`src/rtl/seq_gen_pkg.sv`:
```
// Shared types and helpers for the serial sequence generator.
// Holds the FSM state encoding and operand normalization.
package seq_gen_pkg;

  typedef enum logic [1:0] {
    IDLE  = 2'b00,
    SHIFT = 2'b01,
    GAP   = 2'b11,
    DONE  = 2'b10
  } state_t;

  localparam int DEF_WIDTH = 8;

  // Zero or oversize lengths mean "send the whole word".
  function automatic int norm_len(
    input int len,
    input int width
  );
    if (len == 0 || len > width)
      return width;
    return len;
  endfunction

endpackage

```
`src/rtl/seq_shift_reg.sv`:
```
// Parallel-load left-shift register for the sequence generator.
// The MSB output is taken at bit len-1, the top of the active window.
module seq_shift_reg #(
  parameter int WIDTH = 8,
  parameter int LEN_W = 4
) (
  input  logic             CLK,
  input  logic             RST,
  input  logic             load,
  input  logic             shift,
  input  logic [WIDTH-1:0] d,
  input  logic [LEN_W-1:0] len,
  output logic             msb
);

  logic [WIDTH-1:0] q;
  logic [WIDTH-1:0] aligned;

  assign aligned = q >> (len - 1'b1);
  assign msb     = aligned[0];

  // Load takes priority over shifting.
  always_ff @(posedge CLK or posedge RST) begin
    if (RST) begin
      q <= '0;
    end else if (load) begin
      q <= d;
    end else if (shift) begin
      q <= q << 1;
    end
  end

endmodule

```
`src/rtl/sequence_generator.sv`:
```
// Serializes a pattern MSB-first with repeat count and idle gap.
// All outputs are registered; the first bit leaves one cycle after start.
module sequence_generator
  import seq_gen_pkg::*;
#(
  parameter int WIDTH = DEF_WIDTH,
  parameter int LEN_W = 4,
  parameter int CNT_W = 4
) (
  input  logic             CLK,
  input  logic             RST,
  input  logic             start,
  input  logic [WIDTH-1:0] pattern,
  input  logic [LEN_W-1:0] len,
  input  logic [CNT_W-1:0] reps,
  input  logic [CNT_W-1:0] gap,
  output logic             x,
  output logic             valid,
  output logic             busy,
  output logic             done
);

  state_t           state;
  logic [WIDTH-1:0] cap_pat;
  logic [LEN_W-1:0] cap_len;
  logic [CNT_W-1:0] cap_gap;
  logic [LEN_W-1:0] bitcnt;
  logic [CNT_W-1:0] repcnt;
  logic [CNT_W-1:0] gapcnt;

  logic [LEN_W-1:0] len_n;
  logic [CNT_W-1:0] reps_n;
  logic [WIDTH-1:0] pat_sh;
  logic [WIDTH-1:0] cap_sh;
  logic             pat_first;
  logic             cap_first;

  logic             accept;
  logic             rel_shift;
  logic             rel_gap;
  logic             sr_load;
  logic             sr_shift;
  logic [WIDTH-1:0] sr_d;
  logic             sr_msb;

  assign len_n  = LEN_W'(norm_len(int'(len), WIDTH));
  assign reps_n = (reps == '0) ? CNT_W'(1) : reps;

  assign pat_sh    = pattern >> (len_n - 1'b1);
  assign pat_first = pat_sh[0];
  assign cap_sh    = cap_pat >> (cap_len - 1'b1);
  assign cap_first = cap_sh[0];

  // Shift-register control: first load, gapless reload, post-gap reload.
  always_comb begin
    accept    = (state == IDLE) && start;
    rel_shift = (state == SHIFT) && (bitcnt == '0)
             && (repcnt != '0) && (cap_gap == '0);
    rel_gap   = (state == GAP) && (gapcnt <= CNT_W'(1));
    sr_load   = accept || rel_shift || rel_gap;
    sr_shift  = (state == SHIFT) && (bitcnt != '0);
    sr_d      = accept ? (pattern << 1) : (cap_pat << 1);
  end

  seq_shift_reg #(
    .WIDTH (WIDTH),
    .LEN_W (LEN_W)
  ) u_sr (
    .CLK   (CLK),
    .RST   (RST),
    .load  (sr_load),
    .shift (sr_shift),
    .d     (sr_d),
    .len   (cap_len),
    .msb   (sr_msb)
  );

  // Main FSM with counters and registered outputs.
  always_ff @(posedge CLK or posedge RST) begin
    if (RST) begin
      state   <= IDLE;
      cap_pat <= '0;
      cap_len <= '0;
      cap_gap <= '0;
      bitcnt  <= '0;
      repcnt  <= '0;
      gapcnt  <= '0;
      x       <= 1'b0;
      valid   <= 1'b0;
      busy    <= 1'b0;
      done    <= 1'b0;
    end else begin
      done <= 1'b0;
      unique case (state)
        IDLE: begin
          if (start) begin
            cap_pat <= pattern;
            cap_len <= len_n;
            cap_gap <= gap;
            bitcnt  <= len_n - 1'b1;
            repcnt  <= reps_n - 1'b1;
            x       <= pat_first;
            valid   <= 1'b1;
            busy    <= 1'b1;
            state   <= SHIFT;
          end
        end
        SHIFT: begin
          if (bitcnt != '0) begin
            x      <= sr_msb;
            bitcnt <= bitcnt - 1'b1;
          end else if (repcnt != '0) begin
            repcnt <= repcnt - 1'b1;
            if (cap_gap != '0) begin
              gapcnt <= cap_gap;
              x      <= 1'b0;
              valid  <= 1'b0;
              state  <= GAP;
            end else begin
              x      <= cap_first;
              bitcnt <= cap_len - 1'b1;
            end
          end else begin
            x     <= 1'b0;
            valid <= 1'b0;
            done  <= 1'b1;
            state <= DONE;
          end
        end
        GAP: begin
          if (gapcnt <= CNT_W'(1)) begin
            gapcnt <= '0;
            x      <= cap_first;
            valid  <= 1'b1;
            bitcnt <= cap_len - 1'b1;
            state  <= SHIFT;
          end else begin
            gapcnt <= gapcnt - 1'b1;
          end
        end
        DONE: begin
          busy  <= 1'b0;
          state <= IDLE;
        end
        default: state <= IDLE;
      endcase
    end
  end

endmodule
```
`config.mk`:
```
export PLATFORM = sky130hd
export DESIGN_NAME = sequence_generator
export DESIGN_NICKNAME = d
export VERILOG_FILES = /design/src/rtl/seq_gen_pkg.sv /design/src/rtl/seq_shift_reg.sv /design/src/rtl/sequence_generator.sv
export SDC_FILE = /design/constraint.sdc
export NUM_CORES = 1
export LEC_CHECK = 0
export ABC_AREA = 1
export CAP_MARGIN = 30
export CORE_AREA = 4 4 98 100
export DETAILED_ROUTE_END_ITERATION = 7
export DIE_AREA = 0 0 102 104
export PLACE_DENSITY_LB_ADDON = 0.08
export RECOVER_POWER = 25
export SLEW_MARGIN = 20
export SYNTH_ARGS = -nofsm -noshare
export SYNTH_HDL_FRONTEND = slang
export SYNTH_HIERARCHICAL = 1
export SYNTH_SLANG_ARGS = --single-unit
```
`constraint.sdc`:
```
create_clock -name CLK -period 2.07 [get_ports CLK]
set_input_delay 0.207 -clock CLK [delete_from_list [all_inputs] [get_ports CLK]]
set_output_delay 0.207 -clock CLK [all_outputs]
set_load 0.05 [all_outputs]
```
# Yosys cells after proc, flatten, opt, wreduce, memory -nomap -nowiden

Index checks and enable logic that the tools add are counted.

$add $sub $neg: 6
$mul: 0
Div/mod/pow operators: 0
Order comparisons: 2
Eq/ne operators: 11
Shift operators: 3
Muxes and demuxes: 44
Bitwise gates (word level): 0
Reduce and logical (&&, ||, !) cells: 30

Operators with widths:

| operator            | number |
|---|---|
| $mux 4              | 15 |
| $mux 8              | 3 |
| $shr 8x4->1         | 3 |
| $sub 4x1->4 const B | 6 |
| $logic_not 4->1     | 4 |
| $pmux 4 s2          | 2 |
| $mux 1              | 14 |
| $pmux 4 s3          | 1 |
| $reduce_and 4->1    | 3 |
| $reduce_bool 4->1   | 3 |
| $mux 2              | 5 |
| $reduce_and 5->1    | 2 |
| $pmux 2 s4          | 1 |
| $reduce_bool 2->1   | 4 |
| $logic_and 1x1->1   | 6 |
| $ne 2x1->1 const B  | 3 |
| $pmux 1 s3          | 2 |
| $eq 2x2->1 const B  | 2 |
| $gt 4x4->1 const B  | 1 |
| $le 4x1->1 const B  | 1 |
| $ne 2x2->1 const B  | 2 |
| $reduce_and 2->1    | 2 |
| $logic_or 1x1->1    | 3 |
| $ne 3x1->1 const B  | 1 |
| other kinds (7)     | 7 |

Register bits after elaboration: 42
Latch bits: 0
RAM bits: 0
ROM bits: 0
Input port bits: 23
Output and inout bits: 4
Word-level logic and storage cells: 108
Memories: 0

# Longest topological paths before layout

Depth after elaboration: 8
Depth in mapped cells: 15
Depth with buffers taken out: 13

# Cells and area by module

The synthesis kept the hierarchy.

Modules (own cells, without submodules):

| module             | times used | cells each | area each (um^2) | seq. area each (um^2) |
|---|---|---|---|---|
| sequence_generator | 1          | 277        | 2,072.0          | 850.8 |
| seq_shift_reg      | 1          | 69         | 509.2            | 200.2 |

# Worst setup path before layout

No wires, ideal clock.

Kind: reg2reg
Start point: register gapcnt[0]
End point: register u_sr.q[7]
Library setup time: 124 ps
Arrival: 1,909 ps
Data required time: 1,946 ps
Path slack: 37 ps
Stages on the path, launching flop included: 15
Path buffers: 1
Period minus slack after synthesis: 2,033 ps
Cell sequence: dfrtp_1 -> inv_1 -> ha_1 -> o21ai_0 -> o21ai_2 -> nand2_1 -> nor2_1 -> nand2_1 -> o21ai_0 -> buf_6 -> inv_1 -> nand2_1 -> inv_1 -> nand2_1 -> nand3_1

Longest elaborated chain between the ends: 4
Elaborated cells between the ends (all ways): 5
Those cells by class: 1 x order compare; 1 x mux; 3 x reduce/logical

Ends and longest elaborated chain:

| item                                        | RTL line                  | source |
|---|---|---|
| from (decl)                                 | sequence_generator.sv:29  | `logic [CNT_W-1:0] gapcnt;` |
| from (signal assigned)                      | sequence_generator.sv:115 | `gapcnt <= cap_gap;` |
| from (signal assigned)                      | sequence_generator.sv:138 | `gapcnt <= gapcnt - 1'b1;` |
| $le 4x1->1 *                                | sequence_generator.sv:59  | `rel_gap = (state == GAP) && (gapcnt <= CNT_W'(1));` |
| $logic_and 1x1->1 *                         | sequence_generator.sv:59  |  |
| $logic_or 1x1->1 *                          | sequence_generator.sv:60  | `sr_load = accept \|\| rel_shift \|\| rel_gap;` |
| via sr_load                                 | sequence_generator.sv:41  | `logic sr_load;` |
| $mux 8 or $reduce_bool 2->1 (tied branches) | n/a                       |  |
| to (signal assigned)                        | seq_shift_reg.sv:29       | `q <= q << 1;` |
| to (decl)                                   | seq_shift_reg.sv:16       | `logic [WIDTH-1:0] q;` |

Mark *: on every way through the listed nets, which the timed path passes. The rest lies on a longest branch.
A chain may end at the register's enable or synchronous reset.

# Final worst setup path

Start point: register gapcnt[0]
End point: register u_sr.q[1]

Same word-level chain as after synthesis.

==> results.md <==
* GRT Util Overall at 0.130
* Placed cell area at 0.00308 sq mm
* Data required time of the worst path at 2280 ps
* Cts bufs inserted at 5
* Mean Syn Cell Area at 7.46 sq um
* Max IR drop VDD at 0.000396 V
* CTS clk-pin slew, worst paths at 90 ps
* Crit-path slowest cell: dfrtp_1
* CP Launch Type: register
* Setup crit end kind: register
* Library cells used by synthesis at 34
* Status: finished clean
* Layout cells sized above 1 at 0.171
* Arr. time, crit path at 2130 ps
* DRC at 0
* Setup ws final at 151 ps
* Async SR Flop Fraction at 1.00
* Pin count of the biggest net entering global routing at 35
* Post-route cell area at 0.00330 sq mm
* Max-Cap Viols at 0
* GR Util met1 at 0.191
* Initial Utilization at 0.297
* Setup violators final at 0
* HP Class: in -> async
* Worst r2r src: gapcnt[0]$_DFFE_PP0P_
* Grt peak-use layer: met2
* Skew final at 9.68 ps
* CTS tree: built
* Reg2Reg Depth at 13
* Post-synth top area share at 0.407
* Initial antenna violation count at 0
* Layout area overhead at 27.7%
* Sequential-to-total area share from yosys stat at 0.407
* Most frequent cell after synthesis: nand2_1
* Max H-tree Level at 2
* Core Region at 0.00868 sq mm
* Total grt overflow at 0
* Ys Warns at 6
* Final core utilization at 0.380
* WL/cell at 13.0 um
* Routed Antenna Nets at 0
* GR Util met2 at 0.200
* Syn Inst Count at 346
* #FFs+latches synth at 42
* Vias per inst at 4.54
* Worst Tran Pin Value at 908 ps
* Prevailing post-synth register cell: dfrtp_1
* Synth top area cells: dfrtp_1 (41%), nand2_1 (14%), inv_1 (7.4%), o21ai_0 (7.0%), nand3_1 (5.0%)
* I/O pins at 27
* GR Util met3 at 0.0221
* Initial DRC count at 80
* Worst-skew pair later-pin latency at 290 ps
* Post-synth top cells: nand2_1 (96), inv_1 (51), dfrtp_1 (42), o21ai_0 (36), nand3_1 (26)
* Final Hold Fails at 0
* Clock period minus worst slack at 1920 ps
* Post-Route WL at 6570 um
* Place WS at 6.10 ps
* Crit path cell chain: inv_2, ha_4, o21ai_1, o21ai_2, nand2_1, nor2_2, nand2_1, o21ai_1, buf_4, buf_4, buf_4, nand2_1, o221ai_2
* Detailed Place HPWL at 5200 um
* R2R setup slack at 150 ps
* Worst path max stage delay at 410 ps
* IO buf count at 26
* Worst slew margin at 0.395
* Static leakage at 1.63 nW
* Vias in the first global route at 2,204
* Max Freq at 521 MHz
* Worst-path maximum fanout at 6
* Bufs on Longest Clock Path at 2
* Row cnt at 34
* Pins over their slew limit at 0
* ANT cells at 0
* Drt pass-1 iters at 4
* Die H at 104 um
* GPL Wtd Cong at 0.804
* Total number of vias at 2,295
* Reg2reg end: u_sr/q[1]$_DFFE_PP0P_
* Yosys top cell by area: dfrtp_1
* PwrDens at 1780 mW/mm^2
* Mapped cell area at 0.00258 sq mm
* Layout Nets at 426
* EDFF count, synth at 0
* Synth Net Count at 376
* RSZ-0062 raised after global routing: true
* Root Buffer: clkbuf_8
* Area of the die at 0.0106 sq mm
* CTS Sinks at 42
* First-pass GRT wire length at 11,000 um
* Final period utilization at 0.927
* Die width at 102 um
* Setup Crit Path Kind: reg -> reg
-- power breakdown --
part	internal (W)	switching, W	total [W]
logic	0.00141	0.00218	0.00358
registers	0.00121	0.000251	0.00146
clock network	0.000515	0.000297	0.000812
-- placed cells by master (no fill, tap or decap), types with 2 or more instances in the layout --
cell              n
nand2_1          95
inv_1            48
dfrtp_1          42
o21ai_0          32
nand3_1          26
clkdlybuf4s50_1  25
buf_4            22
nor2_1           19
inv_2            10
o21ai_1           6
a21oi_1           6
ha_1              6
clkbuf_8          6
nor2_4            5
nand2_2           4
o22ai_1           4
xnor2_1           4
xor2_1            4
nor2_2            3
nand3_2           3
o211ai_1          3
o221ai_1          3
nand2_4           2
a21oi_2           2
nor3_1            2
bufinv_16         2
a22oi_2           2
-- how the worst max path moves through the flow --
stage | from | end | slack (ps) | depth (start not counted)
after floorplan | gapcnt[0]$_DFFE_PP0P_ | u_sr/q[7]$_DFFE_PP0P_ | 40 | 14
after global placement | gapcnt[0]$_DFFE_PP0P_ | u_sr/q[7]$_DFFE_PP0P_ | 50 | 14
after detailed placement | gapcnt[0]$_DFFE_PP0P_ | u_sr/q[7]$_DFFE_PP0P_ | 6 | 14
after CTS | gapcnt[0]$_DFFE_PP0P_ | u_sr/q[5]$_DFFE_PP0P_ | 0.8 | 12
after global routing | gapcnt[1]$_DFFE_PP0P_ | u_sr/q[1]$_DFFE_PP0P_ | -20 | 13
final | gapcnt[0]$_DFFE_PP0P_ | u_sr/q[1]$_DFFE_PP0P_ | 150 | 13
-- kinds of logic after synthesis --
group / after synthesis / synth area share
flip-flops: 42 / 0.407
XOR/XNOR: 8 / 0.0271
AND/OR/NAND/NOR: 161 / 0.286
AO/OA/AOI/OAI: 63 / 0.143
buffers and inverters: 64 / 0.101
adder cells (fa/ha/maj): 7 / 0.0339
other: 1 / 0.00145
-- state kept, by name, indices dropped and copies added (netlist names), 2 cells and up --
| register | cells |
|---|---|
| cap_pat | 8 |
| u_sr/q | 8 |
| bitcnt | 4 |
| cap_gap | 4 |
| cap_len | 4 |
| gapcnt | 4 |
| repcnt | 4 |
| state | 2 |
-- through the flow --
stage,setup TNS [ps],power [W],instances,hold slack [ps]
after floorplan,0,0.00389,346,22.7
after global placement,0,0.00484,494,471
after detailed placement,0,0.00483,494,468
after CTS,0,0.00568,502,189
after global routing,-31.3,0.00646,505,335
final,0,0.00585,505,321
-- worst max-delay path: cells and delay by family, from the launching register on --
kind | cells | cell delay [ps]
AOI/OAI and AO/OA | 4 | 450
adders and majority gates | 1 | 130
buffers and inverters | 4 | 530
and+or+nand+nor | 4 | 320
DFF | 1 | 410
-- what timing repair did --
action                     in CTS  in global routing
setup endpoints to repair       2                  8
gates resized for setup         1                 17
buffers inserted                0                  3
pin swaps                       0                  5
hold buffers                    0                  0
-- layer usage --
| metal | up-vias | wire, um |
|---|---|---|
| met2 | 55 | 2940 |
| met3 | 2 | 280 |
| met1 | 1039 | 3330 |
| li1 | 1199 | - |
| met5 | - | 0 |
| met4 | 0 | 25 |
-- layout make-up --
class	count	area, sq um
clock buffers	6	82.6
multi-input cells	240	1320
repair buffers	49	430
clock inverters	2	60.1
flip-flops and latches	42	1050
inverters	58	218
well taps	108	135
fillers	950	5380
Power figures use the tool's default switching activity.
